**src/rtl/hdlverifier_capture_ctrl.sv**
```systemverilog
`default_nettype none
// ============================================================================
//  Module   : hdlverifier_capture_ctrl
//  Brief    : Capture controller for the JTAG capture core. It decodes host
//             register writes, runs a circular sample buffer through
//             pre-fill, trigger wait, post-fill and DONE, and streams the
//             buffer oldest-first as serial bits through a RAM that has one
//             cycle of read latency.
//  Revision : 1.0 - initial release
// ============================================================================
module hdlverifier_capture_ctrl #(
    parameter int DATA_WIDTH = 32,
    parameter int ADDR_WIDTH = 10
) (
    input  logic                  tck,
    input  logic                  reset,
    input  logic [4:0]            reg_addr,
    input  logic [31:0]           reg_wdata,
    input  logic                  reg_write,
    output logic [31:0]           reg_rdata,
    input  logic                  shift_out_state,
    input  logic                  shift_out_en,
    output logic                  shift_out_data,
    input  logic [DATA_WIDTH-1:0] data_in,
    input  logic                  data_valid,
    output logic                  buf_wen,
    output logic [ADDR_WIDTH-1:0] buf_waddr,
    output logic [DATA_WIDTH-1:0] buf_wdata,
    output logic [ADDR_WIDTH-1:0] buf_raddr,
    input  logic [DATA_WIDTH-1:0] buf_rdata
);

    localparam int                  DEPTH      = 1 << ADDR_WIDTH;
    localparam logic [ADDR_WIDTH:0] c_DEPTH    = (ADDR_WIDTH+1)'(DEPTH);
    localparam logic [ADDR_WIDTH:0] c_POST_RST = (ADDR_WIDTH+1)'(DEPTH / 2);
    localparam logic [ADDR_WIDTH:0] c_CNT_ONE  = (ADDR_WIDTH+1)'(1);
    localparam logic [ADDR_WIDTH-1:0] c_PTR_ONE = ADDR_WIDTH'(1);
    localparam logic [5:0]          c_LAST_BIT = 6'(DATA_WIDTH - 1);

    typedef enum logic [2:0] {
        S_IDLE      = 3'd0,
        S_PREFILL   = 3'd1,
        S_WAIT_TRIG = 3'd2,
        S_POST      = 3'd3,
        S_DONE      = 3'd4
    } state_t;

    state_t                  state_q, state_d;
    logic                    done_q, done_d;
    logic [ADDR_WIDTH-1:0]   wr_ptr_q, wr_ptr_d;
    logic [ADDR_WIDTH:0]     cnt_q, cnt_d;
    logic [ADDR_WIDTH:0]     post_q, post_d;
    logic [DATA_WIDTH-1:0]   trig_val_q, trig_val_d;
    logic [DATA_WIDTH-1:0]   trig_mask_q, trig_mask_d;
    logic [ADDR_WIDTH-1:0]   start_q, start_d;
    logic                    buf_wen_q, buf_wen_d;
    logic [ADDR_WIDTH-1:0]   buf_waddr_q, buf_waddr_d;
    logic [DATA_WIDTH-1:0]   buf_wdata_q, buf_wdata_d;

    logic                    sos_q, sos_d;
    logic [ADDR_WIDTH-1:0]   rd_ptr_q, rd_ptr_d;
    logic [1:0]              load_q, load_d;
    logic [5:0]              bit_q, bit_d;
    logic [DATA_WIDTH-1:0]   shreg_q, shreg_d;
    logic                    sod_q, sod_d;

    logic                    w_cmd_wr;
    logic                    w_capturing;
    logic                    w_trig_hit;
    logic [ADDR_WIDTH:0]     w_cnt_inc;
    logic [ADDR_WIDTH:0]     w_prefill_n;
    logic                    w_rise;

    assign w_cmd_wr    = reg_write && (reg_addr == 5'd0);
    assign w_capturing = (state_q == S_PREFILL) || (state_q == S_WAIT_TRIG) || (state_q == S_POST);
    assign w_trig_hit  = ((data_in ^ trig_val_q) & trig_mask_q) == '0;
    assign w_cnt_inc   = cnt_q + c_CNT_ONE;
    assign w_prefill_n = c_DEPTH - post_q;
    assign w_rise      = shift_out_state && !sos_q;

    assign buf_wen        = buf_wen_q;
    assign buf_waddr      = buf_waddr_q;
    assign buf_wdata      = buf_wdata_q;
    assign buf_raddr      = rd_ptr_q;
    assign shift_out_data = sod_q;

    // Capture sequencing and host configuration: commands pre-empt sample handling
    always_comb begin
        state_d     = state_q;
        done_d      = done_q;
        wr_ptr_d    = wr_ptr_q;
        cnt_d       = cnt_q;
        post_d      = post_q;
        trig_val_d  = trig_val_q;
        trig_mask_d = trig_mask_q;
        start_d     = start_q;
        buf_wen_d   = 1'b0;
        buf_waddr_d = buf_waddr_q;
        buf_wdata_d = buf_wdata_q;

        if (w_cmd_wr && reg_wdata[1]) begin
            state_d = S_IDLE;
            done_d  = 1'b0;
        end else if (w_cmd_wr && reg_wdata[0]) begin
            wr_ptr_d = '0;
            cnt_d    = '0;
            done_d   = 1'b0;
            // A full-depth post window leaves nothing to pre-fill
            state_d  = (post_q == c_DEPTH) ? S_WAIT_TRIG : S_PREFILL;
        end else if (data_valid && w_capturing) begin
            buf_wen_d   = 1'b1;
            buf_waddr_d = wr_ptr_q;
            buf_wdata_d = data_in;
            wr_ptr_d    = wr_ptr_q + c_PTR_ONE;
            case (state_q)
                S_PREFILL: begin
                    if (w_cnt_inc == w_prefill_n) begin
                        state_d = S_WAIT_TRIG;
                        cnt_d   = '0;
                    end else begin
                        cnt_d = w_cnt_inc;
                    end
                end
                S_WAIT_TRIG: begin
                    if (w_trig_hit) begin
                        cnt_d = c_CNT_ONE;
                        if (post_q == c_CNT_ONE) begin
                            state_d = S_DONE;
                            done_d  = 1'b1;
                            start_d = wr_ptr_d;
                        end else begin
                            state_d = S_POST;
                        end
                    end
                end
                S_POST: begin
                    cnt_d = w_cnt_inc;
                    if (w_cnt_inc == post_q) begin
                        state_d = S_DONE;
                        done_d  = 1'b1;
                        start_d = wr_ptr_d;
                    end
                end
                default: begin
                end
            endcase
        end

        if (reg_write) begin
            case (reg_addr)
                5'd2: begin
                    if (reg_wdata == 32'd0) begin
                        post_d = c_CNT_ONE;
                    end else if (reg_wdata > 32'(DEPTH)) begin
                        post_d = c_DEPTH;
                    end else begin
                        post_d = reg_wdata[ADDR_WIDTH:0];
                    end
                end
                5'd4:    trig_val_d  = reg_wdata[DATA_WIDTH-1:0];
                5'd5:    trig_mask_d = reg_wdata[DATA_WIDTH-1:0];
                default: begin
                end
            endcase
        end
    end

    // Serial readout: two-cycle initial fetch, then one bit per enable with
    // the next word prefetched as soon as the current one is loaded
    always_comb begin
        sos_d    = shift_out_state;
        rd_ptr_d = rd_ptr_q;
        load_d   = load_q;
        bit_d    = bit_q;
        shreg_d  = shreg_q;
        sod_d    = sod_q;

        if (!shift_out_state) begin
            load_d = 2'd0;
        end else if (w_rise) begin
            rd_ptr_d = start_q;
            load_d   = 2'd2;
            bit_d    = '0;
        end else if (load_q == 2'd2) begin
            load_d = 2'd1;
        end else if (load_q == 2'd1) begin
            shreg_d  = buf_rdata;
            rd_ptr_d = rd_ptr_q + c_PTR_ONE;
            load_d   = 2'd0;
            bit_d    = '0;
        end else if (shift_out_en) begin
            sod_d = shreg_q[0];
            if (bit_q == c_LAST_BIT) begin
                shreg_d  = buf_rdata;
                rd_ptr_d = rd_ptr_q + c_PTR_ONE;
                bit_d    = '0;
            end else begin
                shreg_d = shreg_q >> 1;
                bit_d   = bit_q + 6'd1;
            end
        end
    end

    // Combinational register read mux
    always_comb begin
        reg_rdata = 32'd0;
        case (reg_addr)
            5'd1: begin
                reg_rdata[2:0] = state_q;
                reg_rdata[3]   = done_q;
            end
            5'd2:    reg_rdata = 32'(post_q);
            5'd3:    reg_rdata = 32'(DEPTH);
            5'd4:    reg_rdata = 32'(trig_val_q);
            5'd5:    reg_rdata = 32'(trig_mask_q);
            5'd6:    reg_rdata = 32'(start_q);
            default: reg_rdata = 32'd0;
        endcase
    end

    // State register for capture and readout
    always_ff @(posedge tck or posedge reset) begin
        if (reset) begin
            state_q     <= S_IDLE;
            done_q      <= 1'b0;
            wr_ptr_q    <= '0;
            cnt_q       <= '0;
            post_q      <= c_POST_RST;
            trig_val_q  <= '0;
            trig_mask_q <= '0;
            start_q     <= '0;
            buf_wen_q   <= 1'b0;
            buf_waddr_q <= '0;
            buf_wdata_q <= '0;
            sos_q       <= 1'b0;
            rd_ptr_q    <= '0;
            load_q      <= 2'd0;
            bit_q       <= '0;
            shreg_q     <= '0;
            sod_q       <= 1'b0;
        end else begin
            state_q     <= state_d;
            done_q      <= done_d;
            wr_ptr_q    <= wr_ptr_d;
            cnt_q       <= cnt_d;
            post_q      <= post_d;
            trig_val_q  <= trig_val_d;
            trig_mask_q <= trig_mask_d;
            start_q     <= start_d;
            buf_wen_q   <= buf_wen_d;
            buf_waddr_q <= buf_waddr_d;
            buf_wdata_q <= buf_wdata_d;
            sos_q       <= sos_d;
            rd_ptr_q    <= rd_ptr_d;
            load_q      <= load_d;
            bit_q       <= bit_d;
            shreg_q     <= shreg_d;
            sod_q       <= sod_d;
        end
    end

endmodule
`default_nettype wire
```
**config.mk**
```make
export PLATFORM = sky130hd
export DESIGN_NAME = hdlverifier_capture_ctrl
export DESIGN_NICKNAME = d
export VERILOG_FILES = /design/src/rtl/hdlverifier_capture_ctrl.sv
export SDC_FILE = /design/constraint.sdc
export NUM_CORES = 1
export LEC_CHECK = 0
export BUFFER_PORTS_ARGS = -buffer_cell sky130_fd_sc_hd__buf_4
export CORE_ASPECT_RATIO = 0.7
export CORE_UTILIZATION = 50
export CTS_BUF_LIST = sky130_fd_sc_hd__clkbuf_4
export DETAILED_ROUTE_END_ITERATION = 8
export HOLD_SLACK_MARGIN = 0.08
export PLACE_DENSITY = 0.81
export SLEW_MARGIN = 10
export SYNTH_ARGS = -nofsm -noshare
export SYNTH_HDL_FRONTEND = slang
export SYNTH_SLANG_ARGS = --single-unit
```
**constraint.sdc**
```tcl
create_clock -name tck -period 21.3 [get_ports tck]
set_input_delay 4.26 -clock tck [delete_from_list [all_inputs] [get_ports tck]]
set_output_delay 4.26 -clock tck [all_outputs]
set_load 0.05 [all_outputs]
```
; ---- Word-level counts from Yosys, hierarchy flattened
; Index checks and enable logic that the tools add are counted.
[word_totals]
regBits = 205
inputBits = 107
out_inout_bits = 86
elab_cells = 140
[op_classes]
addsub = 5
n_lt_le_gt_ge = 1
n_eq_ne = 26
muxes = 51
bitwise = 7
reduce_logical = 33
[op_table]
columns = op, n
row1 = $pmux W28 S5, 1
row2 = $mux W10, 10
row3 = $mux W32, 3
row4 = $mux W11, 6
row5 = $logic_not A32 Y1, 2
row6 = $pmux W11 S3, 1
row7 = $and A32 B32 Y32, 1
row8 = $gt A32 B11 Y1 const B, 1
row9 = $xor A32 B32 Y32, 1
row10 = $mux W6, 5
row11 = $eq A11 B11 Y1, 2
row12 = $mux W3, 7
row13 = $add A10 B1 Y10 const B, 2
row14 = $pmux W10 S2, 1
row15 = $pmux W4 S5, 1
row16 = $ne A4 B1 Y1 const B, 4
row17 = $eq A5 B3 Y1 const B, 3
row18 = $reduce_and A5 Y1, 3
row19 = $reduce_and A4 Y1, 3
row20 = $add A11 B1 Y11 const B, 1
row21 = $eq A11 B1 Y1 const B, 1
row22 = $eq A11 B11 Y1 const B, 1
row23 = $sub A11 B11 Y11 const A, 1
row24 = $eq A5 B2 Y1 const B, 2
row25 = 27 further kinds, 60

; ---- Longest topological paths before layout
[depth]
depth_word = 8
depth_mapped = 12
depth_no_buf = 10

; ---- Worst setup path before layout
; OpenSTA, ideal clock, no wires.
[synth_timing]
path_type = input -> output
startpoint = input port reg_addr[4]
endpoint = output port reg_rdata[2]
arrival_time_ps = 5590
t_required_ps = 17040
path_slack_ps = 11450
stages = 6
path_buffers = 1
cell_sequence = nor2_1 -> nand2_1 -> nor3_1 -> clkbuf_1 -> a22oi_1 -> nand3_1
[synth_via]
elab_chain_cells = 2
word_cells_on_any_way = 6
cone_classes = eq/ne (5) / mux (1)
[synth_rtl]
columns = element, line
row1 = "start, declared", 17  ; input logic [4:0] reg_addr,
row2 = "$eq A5 B3 Y1, or another cell as far along", 207  ; case (reg_addr)
row3 = $pmux W4 S5 (*), 207
row4 = "end, declared", 20  ; output logic [31:0] reg_rdata,
; Every way passes the cells marked *; elsewhere a longest branch is shown, timed or not.

; ---- Worst setup path in the final report
; Ends and elaborated chain as after synthesis.

==> results.yml <==
status:
  status: "complete, but fails checks"
  violations: "design-rule violations"
logic_synthesis:
  ys_warn_count: 0
  synthCells: 1037
  synth.avg_cell_area_um2: 10.0
  synth-seq-area-share_pct: 49.3
  synthFlopType: "dfrtp_1"
  synth_area_um2: 10400
  synth_edf_count: 0
  netlist_top_cells_area: "dfrtp_1 49%, nand2_1 8.2%, mux2_2 7.2%"
  async_flop_share_pct: 100
  synth_area_leader_cell: "dfrtp_1"
  synth_fp_nets: 1152
  synth_cell_types: 69
  ys_seq_elements: 205
  yosysTopAreaCellShare_pct: 49.0
place:
  place_ws_ns: 11.20
  hpwl_um: 21500
  numPortBuffers: 192
  place_congestion: 0.981
critical_path:
  max_stage_delay_ns: 0.68
  critical_path.cell_chain: "buf_4 > nor2_1 > nand2_1 > nor2_1 > a22oi_1 > nand3_1 > buf_4"
  critPathArrivalTime_ns: 5.87
  crit_type: "in -> out"
  end_kind: "primary output"
  required_ns: 17.04
  reg2reg_from: "cnt_q[2]"
  slowest_stage: "nor2_1"
  crit_family: "simple AND/OR/NAND/NOR gates"
  crit_buf_inv: 2
  critPathMaxFanout: 10
  critPathLaunchType: "primary input"
  setup.worst_path.start: "reg_addr[4]"
layout:
  final_util_pct: 63.2
  finish.net_count: 1358
  drive_gt1_share_pct: 28.8
  syn_to_final_growth_pct: 22.2
route:
  wl_um: 29900
  postRouteAntennaNets: 0
  remaining_drc_errors: 1
  wl_per_cell_um: 19.3
  drt_iter0_markers: 829
  vias: 8901
  viasPerCell: 5.73
  firstDrtPassIters: 9
global_route:
  antenna_found_initial: 2
  overflow: 0
  grt_pass1_vias: 8456
  grt_usage_pct: 28.4
  grt_pass1_wl_um: 46900
  grt_start_max_net_pins: 125
clock_network:
  clk_pin_slew_ns: 0.06
  cts_buffers: 51
  cts_resized: 0
  htreeDepth: 2
  cts_tree: "yes"
  cts_hold_buf: 0
  clkSinkCount: 205
  post_cts.repair.setup_buffers: 0
  clock_latency_ns: 0.67
  cts_buffer_depth: 3
  cts-root-buf: "clkbuf_4"
worst_hold_path:
  hold_path.class: "reg -> reg"
  holdCritStartpoint: "shreg_q[8]"
floorplan:
  die_y_um: 123
  rows: 43
  dieWidth_um: 174
  die-area_um2: 21400
  start_util_pct: 51.7
  io_pins: 193
  coreArea_um2: 20100
timing:
  holdWs_ns: 0.479
  drv_slew: 0
  min_period_over_period_pct: 47.6
  rsz0062_at_grt: "no"
  setup_tns_ns: 0
  hold_violations: 0
  fmax_mhz: 98.7
  tightest_slew_ns: 1.13
  worst_slack_ns: 11.17
  layout_min_cycle_time_ns: 10.13
  setup_viol: 0
  relSlewSlack_pct: 24.6
  fin_skew_ns: 0.0433
flow_run:
  maxCapViolations: 0
power:
  power.leakage_nw: 6.41
  peakVddDrop_mv: 0.0495
  power_density_nw_per_um2: 71.7
  power_uw: 912
==> layer usage <==
layer / track usage (%) / share of wire (%) / vias up
met1: 41.9 / 47 / 4321
met3: 6.51 / 8.1 / 67
met4: 9.81 / 2.5 / 2
met5: 0 / 0.043 / -
met2: 40.8 / 43 / 397
li1: - / - / 4114
==> worst min-delay path, cell delays in order (launching register included) <==
cell and delay [ns]:
dfrtp_1 0.34, nand2_1 0.05, o21ai_0 0.06
==> metrics by stage <==
| step | instance area, um2 | cells |
|---|---|---|
| 3_5_place_dp | 12100 | 1460 |
| 6_report | 12700 | 1553 |
| 3_3_place_gp | 12100 | 1460 |
| 2_1_floorplan | 10400 | 1037 |
| 5_1_grt | 12700 | 1552 |
| 4_1_cts | 12700 | 1551 |
==> power by group <==
| part | switching, mW | internal [mW] | leakage, nW | total (mW) |
|---|---|---|---|---|
| Sequential | 0.0353 | 0.425 | 2.74 | 0.460 |
| Clock | 0.162 | 0.162 | 0.381 | 0.324 |
| Combinational | 0.0688 | 0.0590 | 3.29 | 0.128 |
==> worst paths after layout <==
check                                      end  slack [ns]  depth (start not counted)
max in group asynchronous       trig_val_q[21]       15.91                          3
worst max register to register      start_q[1]       17.50                          7
worst min-delay path                shreg_q[8]        0.48                          2
worst max-delay path              reg_rdata[2]       11.17                          7
min in group asynchronous         buf_waddr[4]        3.78                          2
worst min register to register      shreg_q[8]        0.48                          2
==> cell usage after synthesis, types with 4 or more instances <==
library cell,instances
nand2_1,228
dfrtp_1,204
o21ai_0,72
mux2_2,67
xor2_1,46
nor2_1,40
clkbuf_1,36
mux2i_1,34
a22o_1,33
a22oi_1,33
xnor2_1,25
nand4_1,18
a21oi_1,17
inv_1,17
nand3_1,15
nor4_1,13
and3_1,12
a31oi_1,11
ha_1,8
nor3_1,8
buf_1,7
nand2b_1,6
or3_1,6
buf_2,5
o211ai_1,4
xnor3_1,4
==> placed cells by master, fill, tap and decap left out, types with 25 or more instances in the layout <==
cell type / instances
o21ai_0: 72
a22o_1: 33
mux2i_1: 34
xor2_1: 46
buf_4: 205
nor2_1: 39
clkbuf_4: 75
mux2_2: 67
a22oi_1: 33
nand2_1: 228
dfrtp_1: 204
xnor2_1: 25
==> layout make-up <==
cell class / instances / area (um2)
antenna: 2 / 5.00
sequential: 205 / 5130
clock inverter: 16 / 66.3
timing repair buffer: 205 / 1540
fill: 1687 / 7400
multi-input combinational: 762 / 5010
tap: 270 / 338
clock buffer: 75 / 563
inverter: 18 / 75.1
==> sequential cells by signal (all words and copies together), names as in the netlist <==
signal and count:
shreg_q 32, post_q 11, shift_out_data 1, bit_q 6
buf_raddr 10, buf_wen 1, wr_ptr_q 10, done_q 1
load_q 2, cnt_q 11, trig_mask_q 32, sos_q 1
buf_wdata 32, state_q 3, trig_val_q 32, start_q 10
buf_waddr 10
==> cell families (layout without fill, tap and decap cells) <==
group	Yosys count	in the layout	share of synthesized area, %
DFF	205	205	49.3
muxes	101	101	10.5
xor gates and xnor gates	76	76	6.99
other	0	2	0
buffers and inverters	70	314	2.91
AOI/OAI and AO/OA	204	204	13.1
adders and majority gates	8	8	0.961
and+or+nand+nor	373	373	16.3
Power figures use the tool's default switching activity.
